[config.mk]
export PLATFORM = sky130hd
export DESIGN_NAME = hazard_ctrl_flat
export DESIGN_NICKNAME = d
export VERILOG_FILES = /design/src/rtl/hazard_ctrl_pkg.sv /design/src/rtl/hazard_ctrl_if.sv /design/src/rtl/hazard_ctrl_fwd_sel.sv /design/src/rtl/hazard_ctrl.sv /design/src/flat_wrapper.sv
export SDC_FILE = /design/constraint.sdc
export NUM_CORES = 1
export LEC_CHECK = 0
export CAP_MARGIN = 40
export CORE_ASPECT_RATIO = 1.1
export CORE_MARGIN = 2
export CORE_UTILIZATION = 45
export CTS_CLUSTER_SIZE = 12
export DETAILED_ROUTE_END_ITERATION = 16
export HOLD_SLACK_MARGIN = 0.08
export PLACE_DENSITY = 0.82
export SETUP_SLACK_MARGIN = 0.15
export SLEW_MARGIN = 20
export SYNTH_ARGS = -nofsm -noshare
export SYNTH_HDL_FRONTEND = slang
export SYNTH_SLANG_ARGS = --single-unit
[constraint.sdc]
create_clock -name clk -period 3.7 [get_ports clk]
set_input_delay 0.37 -clock clk [delete_from_list [all_inputs] [get_ports clk]]
set_output_delay 0.37 -clock clk [all_outputs]
set_load 0.01 [all_outputs]
[src/rtl/hazard_ctrl_pkg.sv]
// Shared types and constants for the pipeline hazard/forwarding controller.
package hazard_pkg;

  typedef enum logic [1:0] {
    RUN      = 2'd0,
    LD_STALL = 2'd1,
    MD_WAIT  = 2'd2
  } state_t;

  // EX operand mux encodings
  localparam logic [1:0] FWD_RF    = 2'b00;
  localparam logic [1:0] FWD_EXMEM = 2'b10;
  localparam logic [1:0] FWD_MEMWB = 2'b01;

endpackage

[src/rtl/hazard_ctrl_if.sv]
// Datapath <-> hazard controller signal bundle; master is the datapath, slave the controller.
interface hazard_ctrl_if #(
  parameter int REG_AW = 5,
  parameter int CNT_W  = 32
);
  logic [REG_AW-1:0] if_id_rs, if_id_rt;
  logic              id_uses_rs, id_uses_rt, id_is_branch, branch_taken;
  logic [REG_AW-1:0] id_ex_rs, id_ex_rt, id_ex_rd;
  logic              id_ex_regwrite, id_ex_memread;
  logic [REG_AW-1:0] ex_mem_rd;
  logic              ex_mem_regwrite, ex_mem_memread;
  logic [REG_AW-1:0] mem_wb_rd;
  logic              mem_wb_regwrite;
  logic              md_start, md_done;
  logic              pc_write_en, if_id_write_en, id_ex_write_en;
  logic              id_ex_bubble, ex_mem_bubble, if_id_flush;
  logic [1:0]        fwd_a, fwd_b;
  logic              fwd_id_a, fwd_id_b;
  logic [CNT_W-1:0]  stall_cycles;

  modport master (
    output if_id_rs, if_id_rt, id_uses_rs, id_uses_rt, id_is_branch, branch_taken,
           id_ex_rs, id_ex_rt, id_ex_rd, id_ex_regwrite, id_ex_memread,
           ex_mem_rd, ex_mem_regwrite, ex_mem_memread, mem_wb_rd, mem_wb_regwrite,
           md_start, md_done,
    input  pc_write_en, if_id_write_en, id_ex_write_en, id_ex_bubble, ex_mem_bubble,
           if_id_flush, fwd_a, fwd_b, fwd_id_a, fwd_id_b, stall_cycles
  );

  modport slave (
    input  if_id_rs, if_id_rt, id_uses_rs, id_uses_rt, id_is_branch, branch_taken,
           id_ex_rs, id_ex_rt, id_ex_rd, id_ex_regwrite, id_ex_memread,
           ex_mem_rd, ex_mem_regwrite, ex_mem_memread, mem_wb_rd, mem_wb_regwrite,
           md_start, md_done,
    output pc_write_en, if_id_write_en, id_ex_write_en, id_ex_bubble, ex_mem_bubble,
           if_id_flush, fwd_a, fwd_b, fwd_id_a, fwd_id_b, stall_cycles
  );
endinterface

[src/rtl/hazard_ctrl_fwd_sel.sv]
// Priority forwarding select for one EX operand: the younger EX/MEM result beats MEM/WB.
module fwd_sel
  import hazard_pkg::*;
#(
  parameter int REG_AW = 5
) (
  input  logic [REG_AW-1:0] src,
  input  logic [REG_AW-1:0] ex_mem_rd,
  input  logic              ex_mem_regwrite,
  input  logic [REG_AW-1:0] mem_wb_rd,
  input  logic              mem_wb_regwrite,
  output logic [1:0]        sel
);
  localparam logic [REG_AW-1:0] ZERO = {REG_AW{1'b0}};

  // operand source priority compare
  always_comb begin
    sel = FWD_RF;
    if (ex_mem_regwrite && (ex_mem_rd != ZERO) && (ex_mem_rd == src)) begin
      sel = FWD_EXMEM;
    end else if (mem_wb_regwrite && (mem_wb_rd != ZERO) && (mem_wb_rd == src)) begin
      sel = FWD_MEMWB;
    end else begin
      sel = FWD_RF;
    end
  end
endmodule

[src/rtl/hazard_ctrl.sv]
// Hazard controller: EX/ID forwarding, load-use and branch stalls, mul/div freeze, flush, stall counter.
module hazard_ctrl
  import hazard_pkg::*;
#(
  parameter int REG_AW         = 5,
  parameter int LOAD_STALL_CYC = 1,
  parameter int CNT_W          = 32
) (
  input  logic         clk,
  input  logic         rst_n,
  hazard_ctrl_if.slave bus
);
  localparam int                LD_W     = $clog2(LOAD_STALL_CYC + 1);
  localparam logic [LD_W-1:0]   LD_INIT  = LD_W'(LOAD_STALL_CYC - 1);
  localparam logic [LD_W-1:0]   LD_ONE   = LD_W'(1);
  localparam logic [REG_AW-1:0] ZERO     = {REG_AW{1'b0}};
  localparam logic [CNT_W-1:0]  CNT_MAX  = {CNT_W{1'b1}};
  localparam bit                LD_MULTI = (LOAD_STALL_CYC > 1);

  state_t            state_r;
  logic [LD_W-1:0]   ld_cnt_r;
  logic [CNT_W-1:0]  stall_cnt_r;
  logic              lu_haz_s, br_haz_s, front_stall_s, freeze_s, pc_en_s;
  logic [1:0]        fwd_a_s, fwd_b_s;

  function automatic logic match_x(input logic [REG_AW-1:0] r, input logic [REG_AW-1:0] rs,
                                   input logic [REG_AW-1:0] rt, input logic use_rs,
                                   input logic use_rt);
    return (r != ZERO) && ((use_rs && (r == rs)) || (use_rt && (r == rt)));
  endfunction

  fwd_sel #(.REG_AW(REG_AW)) u_fwd_a (
    .src(bus.id_ex_rs), .ex_mem_rd(bus.ex_mem_rd), .ex_mem_regwrite(bus.ex_mem_regwrite),
    .mem_wb_rd(bus.mem_wb_rd), .mem_wb_regwrite(bus.mem_wb_regwrite), .sel(fwd_a_s)
  );
  fwd_sel #(.REG_AW(REG_AW)) u_fwd_b (
    .src(bus.id_ex_rt), .ex_mem_rd(bus.ex_mem_rd), .ex_mem_regwrite(bus.ex_mem_regwrite),
    .mem_wb_rd(bus.mem_wb_rd), .mem_wb_regwrite(bus.mem_wb_regwrite), .sel(fwd_b_s)
  );

  assign lu_haz_s = bus.id_ex_memread &&
                    match_x(bus.id_ex_rd, bus.if_id_rs, bus.if_id_rt, bus.id_uses_rs, bus.id_uses_rt);
  assign br_haz_s = bus.id_is_branch &&
      ((bus.id_ex_regwrite &&
        match_x(bus.id_ex_rd, bus.if_id_rs, bus.if_id_rt, bus.id_uses_rs, bus.id_uses_rt)) ||
       (bus.ex_mem_memread &&
        match_x(bus.ex_mem_rd, bus.if_id_rs, bus.if_id_rt, bus.id_uses_rs, bus.id_uses_rt)));

  // stall/freeze decision; a mul/div issue outranks any front-end hazard
  always_comb begin
    front_stall_s = 1'b0;
    freeze_s      = 1'b0;
    case (state_r)
      RUN: begin
        if (bus.md_start && !bus.md_done) begin
          freeze_s = 1'b1;
        end else if (lu_haz_s || br_haz_s) begin
          front_stall_s = 1'b1;
        end else begin
          front_stall_s = 1'b0;
        end
      end
      LD_STALL: front_stall_s = 1'b1;
      MD_WAIT:  freeze_s      = !bus.md_done;
      default: begin
        front_stall_s = 1'b0;
        freeze_s      = 1'b0;
      end
    endcase
  end

  assign pc_en_s = !(front_stall_s || freeze_s);

  // pipeline controls, all forced low while reset is asserted
  always_comb begin
    bus.pc_write_en    = 1'b0;
    bus.if_id_write_en = 1'b0;
    bus.id_ex_write_en = 1'b0;
    bus.id_ex_bubble   = 1'b0;
    bus.ex_mem_bubble  = 1'b0;
    bus.if_id_flush    = 1'b0;
    bus.fwd_a          = FWD_RF;
    bus.fwd_b          = FWD_RF;
    bus.fwd_id_a       = 1'b0;
    bus.fwd_id_b       = 1'b0;
    if (rst_n) begin
      bus.pc_write_en    = pc_en_s;
      bus.if_id_write_en = pc_en_s;
      bus.id_ex_write_en = !freeze_s;
      bus.id_ex_bubble   = front_stall_s;
      bus.ex_mem_bubble  = freeze_s;
      bus.if_id_flush    = bus.branch_taken && pc_en_s;
      bus.fwd_a          = fwd_a_s;
      bus.fwd_b          = fwd_b_s;
      bus.fwd_id_a = bus.ex_mem_regwrite && !bus.ex_mem_memread &&
                     (bus.ex_mem_rd != ZERO) && (bus.ex_mem_rd == bus.if_id_rs);
      bus.fwd_id_b = bus.ex_mem_regwrite && !bus.ex_mem_memread &&
                     (bus.ex_mem_rd != ZERO) && (bus.ex_mem_rd == bus.if_id_rt);
    end else begin
      bus.pc_write_en = 1'b0;
    end
  end

  assign bus.stall_cycles = stall_cnt_r;

  // state machine, load-stall countdown and saturating stall counter
  always_ff @(posedge clk or negedge rst_n) begin
    if (!rst_n) begin
      state_r     <= RUN;
      ld_cnt_r    <= {LD_W{1'b0}};
      stall_cnt_r <= {CNT_W{1'b0}};
    end else begin
      if (!pc_en_s && (stall_cnt_r != CNT_MAX)) begin
        stall_cnt_r <= stall_cnt_r + CNT_W'(1);
      end else begin
        stall_cnt_r <= stall_cnt_r;
      end
      case (state_r)
        RUN: begin
          if (bus.md_start && !bus.md_done) begin
            state_r <= MD_WAIT;
          end else if (lu_haz_s && LD_MULTI) begin
            // first stall cycle happens here, the rest are counted down in LD_STALL
            ld_cnt_r <= LD_INIT;
            state_r  <= LD_STALL;
          end else begin
            state_r <= RUN;
          end
        end
        LD_STALL: begin
          if (ld_cnt_r <= LD_ONE) begin
            ld_cnt_r <= {LD_W{1'b0}};
            state_r  <= RUN;
          end else begin
            ld_cnt_r <= ld_cnt_r - LD_ONE;
          end
        end
        MD_WAIT: begin
          if (bus.md_done) begin
            state_r <= RUN;
          end else begin
            state_r <= MD_WAIT;
          end
        end
        default: begin
          state_r  <= RUN;
          ld_cnt_r <= {LD_W{1'b0}};
        end
      endcase
    end
  end
endmodule

[src/flat_wrapper.sv]
// flat-port wrapper written by rule: the top's interface ports become plain ports
module hazard_ctrl_flat import hazard_pkg::*;
#(
  parameter int REG_AW         = 5,
  parameter int LOAD_STALL_CYC = 1,
  parameter int CNT_W          = 32
)
  (clk, rst_n, bus_if_id_rs, bus_if_id_rt, bus_id_uses_rs, bus_id_uses_rt, bus_id_is_branch, bus_branch_taken, bus_id_ex_rs, bus_id_ex_rt, bus_id_ex_rd, bus_id_ex_regwrite, bus_id_ex_memread, bus_ex_mem_rd, bus_ex_mem_regwrite, bus_ex_mem_memread, bus_mem_wb_rd, bus_mem_wb_regwrite, bus_md_start, bus_md_done, bus_pc_write_en, bus_if_id_write_en, bus_id_ex_write_en, bus_id_ex_bubble, bus_ex_mem_bubble, bus_if_id_flush, bus_fwd_a, bus_fwd_b, bus_fwd_id_a, bus_fwd_id_b, bus_stall_cycles);
  hazard_ctrl_if #(.REG_AW(REG_AW), .CNT_W(CNT_W)) bus_i ();
  input  logic clk;
  input  logic rst_n;
  input wire logic [$bits(bus_i.if_id_rs)-1:0] bus_if_id_rs;
  input wire logic [$bits(bus_i.if_id_rt)-1:0] bus_if_id_rt;
  input wire logic [$bits(bus_i.id_uses_rs)-1:0] bus_id_uses_rs;
  input wire logic [$bits(bus_i.id_uses_rt)-1:0] bus_id_uses_rt;
  input wire logic [$bits(bus_i.id_is_branch)-1:0] bus_id_is_branch;
  input wire logic [$bits(bus_i.branch_taken)-1:0] bus_branch_taken;
  input wire logic [$bits(bus_i.id_ex_rs)-1:0] bus_id_ex_rs;
  input wire logic [$bits(bus_i.id_ex_rt)-1:0] bus_id_ex_rt;
  input wire logic [$bits(bus_i.id_ex_rd)-1:0] bus_id_ex_rd;
  input wire logic [$bits(bus_i.id_ex_regwrite)-1:0] bus_id_ex_regwrite;
  input wire logic [$bits(bus_i.id_ex_memread)-1:0] bus_id_ex_memread;
  input wire logic [$bits(bus_i.ex_mem_rd)-1:0] bus_ex_mem_rd;
  input wire logic [$bits(bus_i.ex_mem_regwrite)-1:0] bus_ex_mem_regwrite;
  input wire logic [$bits(bus_i.ex_mem_memread)-1:0] bus_ex_mem_memread;
  input wire logic [$bits(bus_i.mem_wb_rd)-1:0] bus_mem_wb_rd;
  input wire logic [$bits(bus_i.mem_wb_regwrite)-1:0] bus_mem_wb_regwrite;
  input wire logic [$bits(bus_i.md_start)-1:0] bus_md_start;
  input wire logic [$bits(bus_i.md_done)-1:0] bus_md_done;
  output wire logic [$bits(bus_i.pc_write_en)-1:0] bus_pc_write_en;
  output wire logic [$bits(bus_i.if_id_write_en)-1:0] bus_if_id_write_en;
  output wire logic [$bits(bus_i.id_ex_write_en)-1:0] bus_id_ex_write_en;
  output wire logic [$bits(bus_i.id_ex_bubble)-1:0] bus_id_ex_bubble;
  output wire logic [$bits(bus_i.ex_mem_bubble)-1:0] bus_ex_mem_bubble;
  output wire logic [$bits(bus_i.if_id_flush)-1:0] bus_if_id_flush;
  output wire logic [$bits(bus_i.fwd_a)-1:0] bus_fwd_a;
  output wire logic [$bits(bus_i.fwd_b)-1:0] bus_fwd_b;
  output wire logic [$bits(bus_i.fwd_id_a)-1:0] bus_fwd_id_a;
  output wire logic [$bits(bus_i.fwd_id_b)-1:0] bus_fwd_id_b;
  output wire logic [$bits(bus_i.stall_cycles)-1:0] bus_stall_cycles;
  assign bus_i.if_id_rs = bus_if_id_rs;
  assign bus_i.if_id_rt = bus_if_id_rt;
  assign bus_i.id_uses_rs = bus_id_uses_rs;
  assign bus_i.id_uses_rt = bus_id_uses_rt;
  assign bus_i.id_is_branch = bus_id_is_branch;
  assign bus_i.branch_taken = bus_branch_taken;
  assign bus_i.id_ex_rs = bus_id_ex_rs;
  assign bus_i.id_ex_rt = bus_id_ex_rt;
  assign bus_i.id_ex_rd = bus_id_ex_rd;
  assign bus_i.id_ex_regwrite = bus_id_ex_regwrite;
  assign bus_i.id_ex_memread = bus_id_ex_memread;
  assign bus_i.ex_mem_rd = bus_ex_mem_rd;
  assign bus_i.ex_mem_regwrite = bus_ex_mem_regwrite;
  assign bus_i.ex_mem_memread = bus_ex_mem_memread;
  assign bus_i.mem_wb_rd = bus_mem_wb_rd;
  assign bus_i.mem_wb_regwrite = bus_mem_wb_regwrite;
  assign bus_i.md_start = bus_md_start;
  assign bus_i.md_done = bus_md_done;
  assign bus_pc_write_en = bus_i.pc_write_en;
  assign bus_if_id_write_en = bus_i.if_id_write_en;
  assign bus_id_ex_write_en = bus_i.id_ex_write_en;
  assign bus_id_ex_bubble = bus_i.id_ex_bubble;
  assign bus_ex_mem_bubble = bus_i.ex_mem_bubble;
  assign bus_if_id_flush = bus_i.if_id_flush;
  assign bus_fwd_a = bus_i.fwd_a;
  assign bus_fwd_b = bus_i.fwd_b;
  assign bus_fwd_id_a = bus_i.fwd_id_a;
  assign bus_fwd_id_b = bus_i.fwd_id_b;
  assign bus_stall_cycles = bus_i.stall_cycles;
  hazard_ctrl #(.REG_AW(REG_AW), .LOAD_STALL_CYC(LOAD_STALL_CYC), .CNT_W(CNT_W)) u_core (.clk(clk), .rst_n(rst_n), .bus(bus_i));
endmodule
==> out/results.tsv <==
stage	metric	value	unit
yosys	postSynthCellCount	245	
grt	grt_pass1_wl	10100	µm
yosys	avgSynthCellArea	9.53	µm²
routing	drc	0	
worst_setup_path	rr_startpoint	u_core.bus.stall_cycles[0]$_DFFE_PN0P_	
worst_setup_path	start_kind	primary input	
sta	fmax	304	MHz
worst_setup_path	critPathCapture	bus_if_id_flush	
routing	drt-pass1-iter-count	4	
worst_setup_path	cp-end-kind	output pin	
placement	hpwl	4620	µm
worst_setup_path	reg2reg_to	u_core.bus.stall_cycles[1]$_DFFE_PN0P_	
clock_tree	ctsResizeCount	0	
clock_tree	cts_sinks	33	
yosys	synth_top_area_share	35.4	%
clock_tree	cts_tree	done	
grt	grt_max_degree	41	
grt	antenna_found_initial	0	
grt	grt_use_met3	5.18	%
pwr	vdd_drop_max	0.388	mV
routing	ant_nets	0	
yosys	syn_nets	294	
yosys	synth_area	0.00234	mm²
yosys	synth_area_leaders	dfrtp_1, xor2_1, xnor2_1	
sta	worstMarginPinSlew	0.603	ns
grt	grt_busiest_layer	met2	
worst_setup_path	rr_worst_depth	6	
routing	routed_via_density	5.40	
die	core	0.00500	mm²
sta	setup_violations	0	
die	die_w	72.7	µm
sta	relSlewSlack	59.4	%
yosys	ys_warn_count	0	
die	die_h	79.6	µm
sta	skew	0.00881	ns
grt	grt_use_total	22.2	%
die	start_util	46.7	%
pwr	p_leak	1.33	nW
yosys	yosys.area.top_type	dfrtp_1	
clock_tree	cts_buffers	5	
yosys	yosysSeqAreaShare	35.4	%
pwr	p_int	0.847	mW
sta	finalSetupTns	0	ns
clock_tree	holdBufCountCts	0	
pwr	switchingPower	0.359	mW
sta	grt_setup_unrepaired	false	
routing	routed_wl	6020	µm
clock_tree	htreeDepth	2	
worst_setup_path	reg2reg_setup_slack	1.23	ns
routing	avgRoutedWirePerCell	15.3	µm
worst_setup_path	critPathArrivalTime	2.92	ns
clock_tree	clk_transition_reported_paths	0.07	ns
worst_setup_path	critPathLaunch	bus_ex_mem_rd[0]	
worst_setup_path	required	3.33	ns
grt	grt_pass1_vias	2118	
yosys	ys_types	38	
pwr	seqPwrFrac	40.3	%
die	num_io_pins	92	
yosys	synth_seq_cells	33	
run	drv_cap	0	
pwr	p_comb_share	30.4	%
finish	nNetsFinal	384	
sta	slew_violations	0	
grt	gr-total-overflow	0	
placement	io_buffers	91	
placement	place_congestion	0.941	
die	dieArea	0.00578	mm²
worst_setup_path	path_class	primary input to output pin	
grt	grtUsageMet1	31.1	%
die	row_count	27	
pwr	power_frac_clock	29.3	%
min_path	hold_class	primary input to async pin	
pwr	total_power	1.21	mW
status	status	finished, final reports clean	
finish	diodes	0	
clock_tree	insertion_delay	0.29	ns
worst_setup_path	cp_max_fo	5	
finish	final_common_cell	clkdlybuf4s50_1	
clock_tree	postCtsSetupRepairBufs	0	
sta	period_share	88.8	%
routing	vias	2128	
sta	period_minus_slack	3.29	ns
clock_tree	clockRootBuffer	clkbuf_8	
finish	drive_above_1_share	8.04	%
sta	timing_hold_violations_final	0	
routing	drtIter0Drc	134	
pwr	p_sw_share	29.8	%
clock_tree	ctsLongestPathBuffers	2	
pwr	powerDensity	359	mW/mm²
grt	met2_usage	34.3	%
finish	final_cell_mix	clkdlybuf4s50_1, xor2_1, dfrtp_1, xnor2_1, nand2_1	
finish	syn_to_final_growth	43.7	%
## registers in the layout, indices dropped and copies added (netlist names)
name and count:
u_core.bus.stall_cycles 32, u_core.state_r 1
## stage by stage
step                hold WS, ns  instance area [µm²]  util [%]  instances  setup WS, ns
finish                    0.138                 3360      67.1        394         0.413
global route              0.178                 3360      67.1        394         0.246
CTS                       0.171                 3360      67.1        394         0.392
detailed placement        0.475                 3240      64.8        386         0.395
global placement          0.472                 3240      64.8        386         0.460
floorplan                0.0744                 2340         -        245          1.32
## critical path: stages
cell             delay [ns]
clkdlybuf4s50_1        0.53
or4_4                  0.59
o2111a_1               0.26
nand2_1                0.07
o22a_2                 0.17
a21oi_1                0.09
nor2b_1                0.18
and2_1                 0.14
clkdlybuf4s50_1        0.52
## cell type report
cell class	instances	area (µm²)
timing repair buffer	92	913
multi-input combinational	199	1410
sequential	33	826
tap	58	72.6
inverter	4	15.0
clock buffer	7	86.3
fill	406	1640
clock inverter	1	30.0
## logic make-up after synthesis
kind of cell / count (synthesis) / synth area share, %
fa+ha+maj: 1 / 0.536
mux: 2 / 1.12
xor+xnor: 70 / 26.2
simple gates: 115 / 28.7
buf+inv: 13 / 4.18
compound gates: 11 / 3.86
flops: 33 / 35.4
## per-layer routing
layer / up-vias / share of wire [%]
met5: - / 0
met3: 13 / 6.9
met1: 1005 / 46
met2: 78 / 45
li1: 1032 / -
met4: 0 / 1.9
## power groups by stage
stage | logic, mW | clock network, mW | registers (mW)
after global placement | 0.361 | 0 | 0.489
after floorplan | 0.154 | 0 | 0.502
after global routing | 0.400 | 0.374 | 0.498
after detailed placement | 0.368 | 0 | 0.491
after CTS | 0.371 | 0.356 | 0.486
final | 0.367 | 0.353 | 0.485
## synthesized netlist by cell type, drive strengths merged
| cell | count |
|---|---|
| a211oi | 1 |
| a21oi | 3 |
| a22o | 1 |
| a41o | 1 |
| and2 | 5 |
| and3 | 7 |
| and4 | 2 |
| buf | 8 |
| clkbuf | 1 |
| dfrtp | 33 |
| ha | 1 |
| inv | 4 |
| mux2 | 2 |
| nand2 | 22 |
| nand2b | 1 |
| nand3 | 18 |
| nand4 | 9 |
| nor2 | 13 |
| nor2b | 3 |
| nor3 | 19 |
| nor4 | 9 |
| nor4b | 2 |
| o2111a | 1 |
| o211ai | 1 |
| o21ai | 1 |
| o22a | 1 |
| o22ai | 1 |
| or3 | 1 |
| or4 | 4 |
| xnor2 | 30 |
| xor2 | 40 |
## how the worst min path moves through the flow
| stage | endpoint | slack, ns | depth (start not counted) |
|---|---|---|---|
| detailed placement | u_core.bus.stall_cycles[10]$_DFFE_PN0P_ | 0.47 | 2 |
| floorplan | u_core.bus.stall_cycles[0]$_DFFE_PN0P_ | 0.07 | 0 |
| CTS | u_core.bus.stall_cycles[5]$_DFFE_PN0P_ | 0.17 | 2 |
| global route | u_core.bus.stall_cycles[11]$_DFFE_PN0P_ | 0.18 | 2 |
| global placement | u_core.bus.stall_cycles[11]$_DFFE_PN0P_ | 0.47 | 2 |
| finish | u_core.bus.stall_cycles[11]$_DFFE_PN0P_ | 0.14 | 2 |
No activity file was read; power rests on OpenSTA's default activity.
